--- src/rtl/adder_pkg.sv ---
// Shared definitions for the bit-serial adder: state encoding and width limits.
package adder_pkg;

  localparam logic [1:0] ST_IDLE = 2'd0;
  localparam logic [1:0] ST_RUN  = 2'd1;
  localparam logic [1:0] ST_DONE = 2'd2;

  localparam int WIDTH_MAX = 32;

  typedef enum logic [1:0] {
    S_IDLE = ST_IDLE,
    S_RUN  = ST_RUN,
    S_DONE = ST_DONE
  } state_t;

  // Bit counter needs at least one bit even when WIDTH is 1.
  function automatic int cnt_width(input int w);
    return (w > 1) ? $clog2(w) : 1;
  endfunction

endpackage

--- src/rtl/full_adder.sv ---
// 1-bit full adder built from two half adders with the carries ORed together.
module full_adder (
  input  logic a,
  input  logic b,
  input  logic ci,
  output logic s,
  output logic co
);

  logic s0;
  logic c0;
  logic c1;

  assign s0 = a ^ b;
  assign c0 = a & b;
  assign s  = s0 ^ ci;
  assign c1 = s0 & ci;
  assign co = c0 | c1;

endmodule

--- src/rtl/serial_adder.sv ---
// Bit-serial WIDTH-bit adder (a + b + cin), LSB first, one bit per clock,
// with valid/ready handshakes on both the operand and result sides.
module serial_adder
  import adder_pkg::*;
#(
  parameter int WIDTH = 8
) (
  input  logic             clk,
  input  logic             rst_n,
  input  logic             in_valid,
  output logic             in_ready,
  input  logic [WIDTH-1:0] a,
  input  logic [WIDTH-1:0] b,
  input  logic             cin,
  output logic             out_valid,
  input  logic             out_ready,
  output logic [WIDTH-1:0] sum,
  output logic             cout
);

  localparam int             CNT_W    = cnt_width(WIDTH);
  localparam logic [CNT_W-1:0] CNT_LAST = CNT_W'(WIDTH - 1);

  state_t           state;
  logic [WIDTH-1:0] a_sh;
  logic [WIDTH-1:0] b_sh;
  logic [WIDTH-1:0] sum_sh;
  logic [WIDTH-1:0] a_nxt;
  logic [WIDTH-1:0] b_nxt;
  logic [WIDTH-1:0] sum_nxt;
  logic             carry;
  logic [CNT_W-1:0] cnt;
  logic             fa_s;
  logic             fa_co;

  full_adder u_fa (
    .a  (a_sh[0]),
    .b  (b_sh[0]),
    .ci (carry),
    .s  (fa_s),
    .co (fa_co)
  );

  // Shift expressions written so WIDTH=1 needs no zero-width slices.
  always_comb begin
    a_nxt            = a_sh >> 1;
    b_nxt            = b_sh >> 1;
    sum_nxt          = sum_sh >> 1;
    sum_nxt[WIDTH-1] = fa_s;
  end

  always_ff @(posedge clk or negedge rst_n) begin
    if (!rst_n) begin
      state     <= S_IDLE;
      in_ready  <= 1'b1;
      out_valid <= 1'b0;
      sum       <= '0;
      cout      <= 1'b0;
      carry     <= 1'b0;
      cnt       <= '0;
      a_sh      <= '0;
      b_sh      <= '0;
      sum_sh    <= '0;
    end else begin
      case (state)
        S_IDLE: begin
          if (in_valid) begin
            a_sh     <= a;
            b_sh     <= b;
            carry    <= cin;
            cnt      <= '0;
            in_ready <= 1'b0;
            state    <= S_RUN;
          end
        end
        S_RUN: begin
          a_sh   <= a_nxt;
          b_sh   <= b_nxt;
          sum_sh <= sum_nxt;
          carry  <= fa_co;
          cnt    <= cnt + 1'b1;
          // Result is published only on the last bit, so sum/cout hold the previous answer throughout RUN.
          if (cnt == CNT_LAST) begin
            sum       <= sum_nxt;
            cout      <= fa_co;
            out_valid <= 1'b1;
            state     <= S_DONE;
          end
        end
        S_DONE: begin
          if (out_ready) begin
            out_valid <= 1'b0;
            in_ready  <= 1'b1;
            state     <= S_IDLE;
          end
        end
        default: begin
          out_valid <= 1'b0;
          in_ready  <= 1'b1;
          state     <= S_IDLE;
        end
      endcase
    end
  end

endmodule
--- config.mk ---
export PLATFORM = sky130hd
export DESIGN_NAME = serial_adder
export DESIGN_NICKNAME = d
export VERILOG_FILES = /design/src/rtl/adder_pkg.sv /design/src/rtl/full_adder.sv /design/src/rtl/serial_adder.sv
export SDC_FILE = /design/constraint.sdc
export NUM_CORES = 1
export LEC_CHECK = 0
export BUFFER_PORTS_ARGS = -buffer_cell sky130_fd_sc_hd__buf_2
export CORE_MARGIN = 2
export CORE_UTILIZATION = 49
export CTS_CLUSTER_DIAMETER = 30
export DETAILED_ROUTE_END_ITERATION = 7
export GPL_TIMING_DRIVEN = 0
export HOLD_SLACK_MARGIN = 0.05
export PLACE_DENSITY_LB_ADDON = 0.12
export SLEW_MARGIN = 0
export SYNTH_ARGS = -nofsm -noshare
export SYNTH_HDL_FRONTEND = slang
export SYNTH_SLANG_ARGS = --single-unit
--- constraint.sdc ---
create_clock -name clk -period 1.4 [get_ports clk]
set_clock_uncertainty 0.15 [all_clocks]
set_input_delay 0.28 -clock clk [delete_from_list [all_inputs] [get_ports clk]]
set_output_delay 0.28 -clock clk [all_outputs]
set_load 0.02 [all_outputs]
## Word-level counts from Yosys, hierarchy flattened

Cells that the tools add are included.

| operators by class | value |
|---|---|
| multiplexer cells | 18 |
| reduce and logical (&&, ||, !) cells | 7 |
| $add $sub $neg | 1 |
| bitwise operators | 7 |
| eq/ne operators | 6 |

Operators by type and width:

| operator | number |
|---|---|
| 8-bit one-hot mux with 2 select lines | 2 |
| 8-bit two-way mux | 2 |
| 3-bit AND reduction | 3 |
| 2-bit two-way mux | 3 |
| 2-bit inequality test, second input constant | 3 |
| 1-bit one-hot mux with 3 select lines | 2 |
| 2-bit one-hot mux with 3 select lines | 1 |
| 3-bit one-hot mux with 2 select lines | 1 |
| 1-bit two-way mux | 5 |
| 2-bit AND reduction | 2 |
| 3-bit by 1-bit adder with 3-bit output, second input constant | 1 |
| 3-bit equality test, second input constant | 1 |
| 3-bit two-way mux | 1 |
| 1-bit bitwise AND | 2 |
| 2-bit by 1-bit equality test with 1-bit output, second input constant | 1 |
| 2-bit equality test, second input constant | 1 |
| 2-bit zero test | 1 |
| 1-bit inverter | 2 |
| 1-bit one-hot mux with 2 select lines | 1 |
| 2-bit nonzero test | 1 |
| 1-bit XOR | 2 |
| 1-bit OR | 1 |

| word-level totals | value |
|---|---|
| bits in registers | 41 |
| bits of input ports | 21 |

## Longest topological paths before layout

Gate-level depths: netlist (run 1).

| logic depth | value |
|---|---|
| depth in word-level cells | 4 |
| gate-level depth with buffers | 5 |

## Modules after synthesis

Synthesis (run 1) repeated with hierarchy kept, for this count alone.

| second synthesis, totals | value |
|---|---|
| cells, all modules | 168 |
| area, all modules | 1811.7 µm² |

By module, submodules not included:

| module | sequential area each (µm²) | cells an instance | area an instance (µm²) | times used |
|---|---|---|---|---|
| serial_adder | 1002.2 | 167 | 1791.7 | 1 |
| full_adder | 0.0 | 1 | 20.0 | 1 |

## Least setup slack after synthesis (run 1)

No wires, ideal clock.

| path | value |
|---|---|
| kind | register to register |
| start point | register cnt[0] |
| end point | register cout |
| library setup time | 125 ps |
| path buffers | 0 |
| path slack | -108 ps |
| data arrival time | 1233 ps |
| stages on the path, launching flop included | 5 |
| path through | dfrtp_1 -> ha_1 -> ha_1 -> nand2_4 -> mux2_2 |

| between the ends | value |
|---|---|
| cells in the longest elaborated chain, start to end | 2 |

Ends and longest elaborated chain:

| item | line | RTL |
|---|---|---|
| start: declaration | serial_adder.sv:32 | `logic [CNT_W-1:0] cnt;` |
| start signal: assignment | serial_adder.sv:81 | `cnt <= cnt + 1'b1;` |
| 3-bit equality test | serial_adder.sv:83 | `if (cnt == CNT_LAST) begin` |
| 2-bit AND reduction (no source line) | n/a |  |
| end signal: assignment | serial_adder.sv:85 | `cout <= fa_co;` |
| end: declaration | serial_adder.sv:18 | `output logic cout` |

Every way passes these cells.
A chain may end at the register's enable or synchronous reset.

## Worst setup path after layout (run 1)

| path | value |
|---|---|
| start point | register b_sh[0] |
| end point | register sum[7] |

| between the ends | value |
|---|---|
| cells in the longest elaborated chain, start to end | 2 |

Ends and longest elaborated chain:

| item | line | RTL |
|---|---|---|
| start: declaration | serial_adder.sv:26 | `logic [WIDTH-1:0] b_sh;` |
| start signal: assignment | serial_adder.sv:78 | `b_sh <= b_nxt;` |
| 1-bit XOR | full_adder.sv:14 | `assign s0 = a ^ b;` |
| 1-bit XOR | full_adder.sv:16 | `assign s = s0 ^ ci;` |
| net fa_s | serial_adder.sv:33 | `logic fa_s;` |
| end signal: assignment | serial_adder.sv:84 | `sum <= sum_nxt;` |
| end: declaration | serial_adder.sv:17 | `output logic [WIDTH-1:0] sum,` |

The timed path passes the listed nets, and every way through them passes these cells.

==> flow_metrics.tcl, run 1 <==
set metrics [dict create \
    p_per_area_nw_per_um2 2294 \
    io_pins 32 \
    pre_cts_slack_ns -0.09429 \
    wire_per_inst_microns 15.62 \
    use_met2_pct 35.51 \
    drt-pass1-iter-count 4 \
    synth_cell_types 22 \
    ys_warn_count 0 \
    drive_gt1_share_pct 51.18 \
    htreeDepth 2 \
    arrival_ns 1.56 \
    grt_antenna_before_repair 0 \
    relSlewSlack_pct 64.19 \
    clock_latency_ns 0.36 \
    routed_wl_microns 4015 \
    irDropWorstVdd_mv 1.041 \
    numClockSinks 40 \
    ant_nets 0 \
    grt_util_met1_pct 27.75 \
    clk_path_buf_depth 2 \
    syn_inst 145 \
    via_per_inst 5.272 \
    dieArea_sq_um 3985 \
    setup_tns_ns -0.4151 \
    fin_util_pct 71.92 \
    via_count 1355 \
    grt_util_met3_pct 6.964 \
    grt_pass1_wl_microns 6610 \
    grt_usage_pct 21.67 \
    worst_pin_slew_ns 0.5371 \
    grt_max_degree 41 \
    start_util_pct 51.33 \
    hpwl_microns 2423 \
    ys_ff_latch 40 \
    critical_path.max_fanout 2 \
    final_cell_count_no_fill 257 \
    hold_violations 0 \
    die_h_microns 63.13 \
    min_period_ns 1.465 \
    setup_viol 12 \
    fp-row-count 21 \
    syn_area_sq_um 1713 \
    clkTransAtPathRegs_ns 0.11 \
    status "finished with violations" \
    antennaDiodeCount 0 \
    end_kind "flip-flop" \
    top_usage_layer "met2" \
    rsz0062_at_grt "true" \
    slew_violations 0 \
    drt_first_iter_violations 72 \
    finalCritPeriodShare_pct 104.6 \
    syn_nets 169 \
    violations "setup timing" \
    cp.required_ns 1.50 \
    leakage_nw 1.145 \
    max_freq_mhz 682.7 \
    fp.dieW_microns 63.13 \
    area_delta_synth_final_pct 40.10 \
    whs_ns 0.08780 \
    fin_nets 234 \
    portBuffers 30 \
    ys_seq_area_share_pct 58.51 \
    maxCapViolCount 0 \
    fillers 247 \
    core_area_sq_um 3337 \
    root_buffer "clkbuf_4" \
    critPathKind "flip-flop to flip-flop" \
    start_kind "flip-flop" \
    overflow 0 \
    grt_pass1_vias 1417 \
    cts_buffers 5 \
    cts_tree "done" \
    drc 0 \
    routabilityCongestion 0.7484 \
    hold_path.class "input port to flip-flop" \
    fin_ws_ns -0.06487 \
    syn_avg_cell_area_sq_um 11.81 \
    place_inst 221 \
]
## metrics by stage
stage / cell area [sq um] / total power [mW]
floorplan: 1770 / 3.465
global placement: 1978 / 3.892
detailed placement: 1978 / 4.025
CTS: 2211 / 5.010
global route: 2400 / 5.853
finish: 2400 / 5.506
## Yosys cell counts
master    count  area (sq um)
nor2_1        8         30.03
clkbuf_1      4         15.01
dfrtp_1      39         975.9
buf_4         1         7.510
o221a_2      13         146.4
dfstp_2       1         26.28
o21ai_0       6         30.03
nand2_1      27         101.4
nor2b_1       2         12.51
nand3b_1     13         97.59
mux2_2        9         101.4
nand2b_1      2         12.51
a22o_1        2         17.52
a211oi_1      2         15.01
a21oi_1       3         15.01
buf_2         4         20.02
nand2_4       1         11.26
nor3_1        3         15.01
o21ba_2       1         10.01
o21bai_1      1         7.510
fa_1          1         20.02
ha_1          2         25.02
## cell type report
cell class | instances | area (sq um) | area share [%]
clock buffer | 6 | 51.30 | 2.138
tap | 46 | 57.56 | 2.398
buffer | 8 | 62.56 | 2.607
timing repair buffer | 58 | 412.9 | 17.21
multi-input combinational | 97 | 800.8 | 33.37
sequential | 40 | 1005 | 41.87
clock inverter | 2 | 10.01 | 0.4171
## cell families after synthesis
logic type / after synthesis / synth area share, %
DFF: 40 / 58.51
and+or+nand+nor: 56 / 16.36
muxes: 9 / 5.917
AOI/OAI and AO/OA: 28 / 14.10
adders and majority gates: 3 / 2.629
buffers and inverters: 9 / 2.484
## state kept, by name, summed over array words and instances, names as in the netlist
name / flops
a_sh: 8
b_sh: 8
sum: 8
sum_sh: 7
cnt: 3
state: 2
carry: 1
cout: 1
in_ready: 1
out_valid: 1
## layer usage
metal  wire length, microns  up-vias  part of all wire, %
met5                      0        -                    0
met1                   1775      668                   44
met4                     40        0                  1.0
met2                   1967       37                   49
met3                    231        4                  5.8
li1                       -      646                    -
## layout by cell type (no fill, tap or decap), types with 2 or more instances in the layout
cell type      count
dfrtp_2            2
buf_6              9
dlygate4sd3_1      4
a22o_1             2
nand2_2            2
mux2_4             9
nand3b_1          13
dfrtp_1           37
clkbuf_4           7
buf_4             20
nor2_1             7
o221a_2           13
clkinv_2           2
o21ai_0            5
a21oi_1            3
nor3_1             3
nand2_8            2
buf_2             29
nand2_1           25
## power by group
group	internal [mW]	leakage (nW)	switching, mW
sequential	1.70	0.480	0.380
clock	0.239	0.0380	0.386
combinational	1.60	0.627	1.21
## worst paths after layout
path	from	to	slack [ns]	depth (start not counted)
min reg2reg	sum_sh[7]	sum_sh[6]	0.36	2
min	a[2]	a_sh[2]	0.09	3
max reg2reg	b_sh[0]	sum[7]	-0.06	2
max	b_sh[0]	sum[7]	-0.06	2
max in group asynchronous	rst_n	state[0]	0.40	2
min in group asynchronous	rst_n	sum_sh[6]	0.30	2
## worst max-delay path, cell delays in order, from the launching register on
cell and delay [ns]:
dfrtp_1 0.42, fa_2 0.50, mux2_4 0.29
## timing repair
action / 4_1_cts / 5_1_grt
endpoints found under the hold margin: 43 / 0
setup buffers: 10 / 13
endpoints found under the setup margin: 34 / 73
hold buffers: 4 / 0
resized for setup: 17 / 26
pin swaps: 4 / 5
cloned: 1 / 1
Power figures use the tool's default switching activity.
==> run 2, diff against run 1 <==
- SKIP_CTS_REPAIR_TIMING: default -> 1
==> run 2 against run 1 <==
Effect of this change: the flow finishes with violations (hold timing, setup timing); first-iteration DRC count up 26%; die area is the same; clock power decreased by 1%; utilization rose by 1.4 points; maximum frequency down 0.42%; highest routed layer unchanged.
==> flow_metrics.tcl, run 2 (same netlist as run 1, synthesis figures left out) <==
set metrics [dict create \
    maxCapViolCount 0 \
    relSlewSlack_pct 41.49 \
    rsz0062_at_grt "true" \
    start_kind "flip-flop" \
    critical_path.top_delay_family "flip-flops" \
    area_delta_synth_final_pct 42.88 \
    grt_usage_pct 19.93 \
    grt_pass1_vias 1332 \
    critPathKind "flip-flop to output port" \
    fin_nets 230 \
    end_kind "output port" \
    drc 0 \
    slew_violations 0 \
    fillers 236 \
    critical_path.max_fanout 3 \
    setup_tns_ns -0.5738 \
    dieArea_sq_um 3985 \
    hpwl_microns 2423 \
    drive_gt1_share_pct 50.24 \
    ant_nets 0 \
    layout_commonest_cell "dfrtp_1" \
    crit_chain "buf_6" \
    root_buffer "clkbuf_4" \
    status "finished with violations" \
    antennaDiodeCount 0 \
    cp.required_ns 0.97 \
    routabilityCongestion 0.7484 \
    drt_first_iter_violations 91 \
    clock_latency_ns 0.36 \
    cts_tree "done" \
    leakage_nw 1.156 \
    io_pins 32 \
    clkTransAtPathRegs_ns 0.12 \
    drt-pass1-iter-count 4 \
    grt_pass1_wl_microns 6106 \
    overflow 0 \
    slowest_stage "dfstp_2" \
    via_count 1367 \
    fp-row-count 21 \
    worst_pin_slew_ns 0.8777 \
    irDropWorstVdd_mv 1.054 \
    die_h_microns 63.13 \
    cts_buffers 5 \
    start_util_pct 51.33 \
    clk_path_buf_depth 2 \
    cpPeakStageDelay_ns 0.57 \
    via_per_inst 5.403 \
    violations "hold timing, setup timing" \
    core_area_sq_um 3337 \
    place_inst 221 \
    grt_max_degree 41 \
    arrival_ns 1.04 \
    portBuffers 30 \
    p_per_area_nw_per_um2 2300 \
    top_regs "a_sh x8, b_sh x8, sum x8" \
    design_area_sq_um 2447 \
    fp.dieW_microns 63.13 \
    whs_ns -0.1242 \
    htreeDepth 2 \
    final_cell_count_no_fill 253 \
    hold_violations 39 \
    crit_buf_inv 1 \
    placed_cell_area_sq_um 1978 \
    wire_per_inst_microns 15.81 \
    grt_antenna_before_repair 0 \
    final_cell_mix "dfrtp_1, buf_2, nand2_1" \
    routed_wl_microns 3999 \
    min_period_ns 1.471 \
    hold_path.class "input port to async pin" \
    setup_viol 19 \
    numClockSinks 40 \
    finalCritPeriodShare_pct 105.1 \
    fin_ws_ns -0.07108 \
    max_freq_mhz 679.8 \
]
run 2: cell count changes in the layout (fill, tap and decap cells not counted), moves of 2 or more:
| cell | change |
|---|---|
| o221a_2 | -11 |
| nand2_2 | -2 |
| nand2_1 | +2 |
| o221a_4 | +11 |
| clkbuf_4 | -2 |
| buf_6 | +4 |
| buf_4 | -6 |
run 2: worst reg2reg max path, cell delays in order, from the launching register on:
cell,delay [ns]
dfrtp_1,0.40
ha_2,0.20
ha_4,0.20
nand2_8,0.10
mux2_4,0.30
run 2: path summary, 6_finish.rpt:
| path | slack, ns | cells past startpoint | from | end |
|---|---|---|---|---|
| worst min register to register | 0.36 | 2 | sum_sh[4] | sum_sh[3] |
| worst max register to register | -0.05 | 4 | cnt[0] | sum[7] |
| worst max-delay path | -0.07 | 1 | in_ready | in_ready |
| max in group asynchronous | 0.63 | 1 | rst_n | state[0] |
| min in group clk | 0.08 | 3 | a[2] | a_sh[2] |
| worst min-delay path | -0.12 | 1 | rst_n | cout |
run 2: where the power goes:
group          internal (mW)  switching (mW)
logic                   1.67            1.22
registers               1.70           0.422
clock network          0.239           0.379
total                   3.61            2.02
run 2: cell type report:
type | instances | area (sq um) | share of cell area, %
tap | 46 | 57.56 | 2.352
multi-input combinational | 97 | 883.3 | 36.09
clock inverter | 2 | 10.01 | 0.4090
clock buffer | 6 | 51.30 | 2.096
sequential | 40 | 1005 | 41.05
timing repair buffer | 53 | 369.1 | 15.08
buffer | 9 | 71.32 | 2.914
run 2: routing by layer:
metal  vias up  GRT usage, %  wire length, microns
met1       677         25.87                  1811
met5         -             0                     0
li1        647             -                     -
met4         0         5.833                    51
met3         6         7.143                   213
met2        37         31.52                  1923
run 2: metrics by stage:
step | utilization [%] | total power, mW | setup WS, ns
after floorplan | - | 3.465 | -0.009953
after CTS | 61.12 | 4.634 | -0.1243
after detailed placement | 59.28 | 4.025 | -0.09429
after global placement | 59.28 | 3.892 | -0.08083
after global routing | 73.34 | 5.982 | -0.1278
final | 73.34 | 5.630 | -0.07108
==> run 3, diff against run 2 <==
- SKIP_CTS_REPAIR_TIMING: 1 -> default
- clock period: 1.4 -> 1.2 ns (I/O delays scaled with it)
==> run 3 against run 2 <==
Effect of this change: the run still ends with hold timing, setup timing left; setup slack worse by 0.19 ns; cell count is 5.1% higher; flip-flop and latch count stayed put; non-clock buffer count is 13 higher; sequential share of layout area is 5.7 points lower; clock-buffer cell count is 1 higher; power is 42% higher; clock power is 63% higher; final area is 16% higher; critical endpoint is now sum[1]; largest cell class unchanged.
==> flow_metrics.tcl, run 3 (same netlist as run 1, synthesis figures left out) <==
set metrics [dict create \
    top_regs "a_sh x8, b_sh x8, sum x8" \
    overflow 0 \
    clk_path_buf_depth 2 \
    critical_path.max_fanout 5 \
    min_period_ns 1.456 \
    start_kind "flip-flop" \
    hold_violations 39 \
    cts_buffers 5 \
    worst_pin_slew_ns 0.8924 \
    routed_wl_microns 4676 \
    dieArea_sq_um 3985 \
    clkTransAtPathRegs_ns 0.13 \
    reg2reg_from "cnt[1]" \
    grt_max_degree 41 \
    grt_pass1_vias 1467 \
    die_h_microns 63.13 \
    p_per_area_nw_per_um2 2810 \
    antennaDiodeCount 0 \
    portBuffers 30 \
    drive_gt1_share_pct 62.27 \
    ant_nets 0 \
    slowest_stage "dfrtp_1" \
    status "finished with violations" \
    fin_nets 243 \
    whs_ns -0.1639 \
    clock_latency_ns 0.36 \
    fin_ws_ns -0.2561 \
    violations "hold timing, setup timing" \
    fp.dieW_microns 63.13 \
    area_delta_synth_final_pct 66.03 \
    wire_per_inst_microns 17.58 \
    grt_usage_pct 24.37 \
    start_util_pct 51.33 \
    core_area_sq_um 3337 \
    slew_violations 0 \
    holdBufCountCts 3 \
    hpwl_microns 2394 \
    root_buffer "clkbuf_4" \
    cpPeakStageDelay_ns 0.40 \
    cp.required_ns 1.30 \
    via_per_inst 5.365 \
    drt_first_iter_violations 107 \
    grt_antenna_before_repair 0 \
    relSlewSlack_pct 40.50 \
    setup.worst_path.start "cnt[1]" \
    grt_pass1_wl_microns 7314 \
    htreeDepth 2 \
    final_cell_mix "dfrtp_1, buf_6, buf_2" \
    via_count 1427 \
    numClockSinks 40 \
    arrival_ns 1.56 \
    cts_tree "done" \
    fin_util_pct 85.23 \
    fp-row-count 21 \
    finalCritPeriodShare_pct 121.3 \
    layout_commonest_cell "dfrtp_1" \
    rsz0062_at_grt "true" \
    drc 0 \
    critPathKind "flip-flop to flip-flop" \
    drt-pass1-iter-count 4 \
    setup_viol 51 \
    max_freq_mhz 686.8 \
    crit_chain "ha_2 -> ha_4 -> nand2_8 -> mux2_4" \
    leakage_nw 1.311 \
    maxCapViolCount 0 \
    pre_cts_slack_ns -0.2796 \
    irDropWorstVdd_mv 1.525 \
    end_kind "flip-flop" \
    hold_path.class "input port to async pin" \
    routabilityCongestion 0.7518 \
    io_pins 32 \
]
-- run 3: layer usage --
metal,vias to the layer above,wire [microns],track usage (%)
met3,12,245,6.071
met2,41,2371,39.23
met1,702,1966,32.33
met4,0,92,8.333
met5,-,0,0
li1,672,-,-
-- run 3: critical path: cells and delay by family (launching register included) --
| family | cells | cell delay (ns) |
|---|---|---|
| adder cells (fa/ha/maj) | 2 | 0.41 |
| flip-flops | 1 | 0.40 |
| multiplexers | 1 | 0.30 |
| AND/OR/NAND/NOR | 1 | 0.10 |
-- run 3: worst paths after layout --
kind,end,cells past startpoint,slack (ns)
setup / recovery,sum[1],4,-0.26
hold / removal,a_sh[0],1,-0.16
setup reg to reg,sum[1],4,-0.26
hold reg to reg,sum_sh[1],2,0.34
max in group asynchronous,state[1],1,0.44
min in group clk,b_sh[1],3,0.08
-- run 3: repair_timing --
| item | 4_1_cts | 5_1_grt |
|---|---|---|
| hold endpoints to repair | 44 | 39 |
| cloned | 3 | 2 |
| setup buffers | 22 | 8 |
| pin swaps | 18 | 14 |
| setup endpoints to repair | 50 | 51 |
| resized for setup | 68 | 37 |
-- run 3: final cells by class --
type                            count  area (sq um)
Buffer                              8         97.59
Clock buffer                        7         65.06
Clock inverter                      1         30.03
Fill cell                         172         493.0
Multi-Input combinational cell     97         996.0
Sequential cell                    40          1005
Tap cell                           46         57.56
Timing Repair Buffer               67         593.1
-- run 3: through the flow --
step / TNS [ns] / cell area [sq um] / instances / total power, mW
after detailed placement: -6.758 / 2013 / 221 / 4.783
final: -8.301 / 2844 / 266 / 7.993
after floorplan: -2.837 / 1805 / 145 / 4.132
after CTS: -7.585 / 2651 / 257 / 7.308
after global placement: -5.582 / 2013 / 221 / 4.637
after global routing: -10.17 / 2844 / 266 / 8.413
-- run 3: where the power goes --
group | internal [mW] | switching, mW
Clock | 0.553 | 0.454
Combinational | 2.66 | 1.76
Sequential | 1.98 | 0.587
Total | 5.19 | 2.80
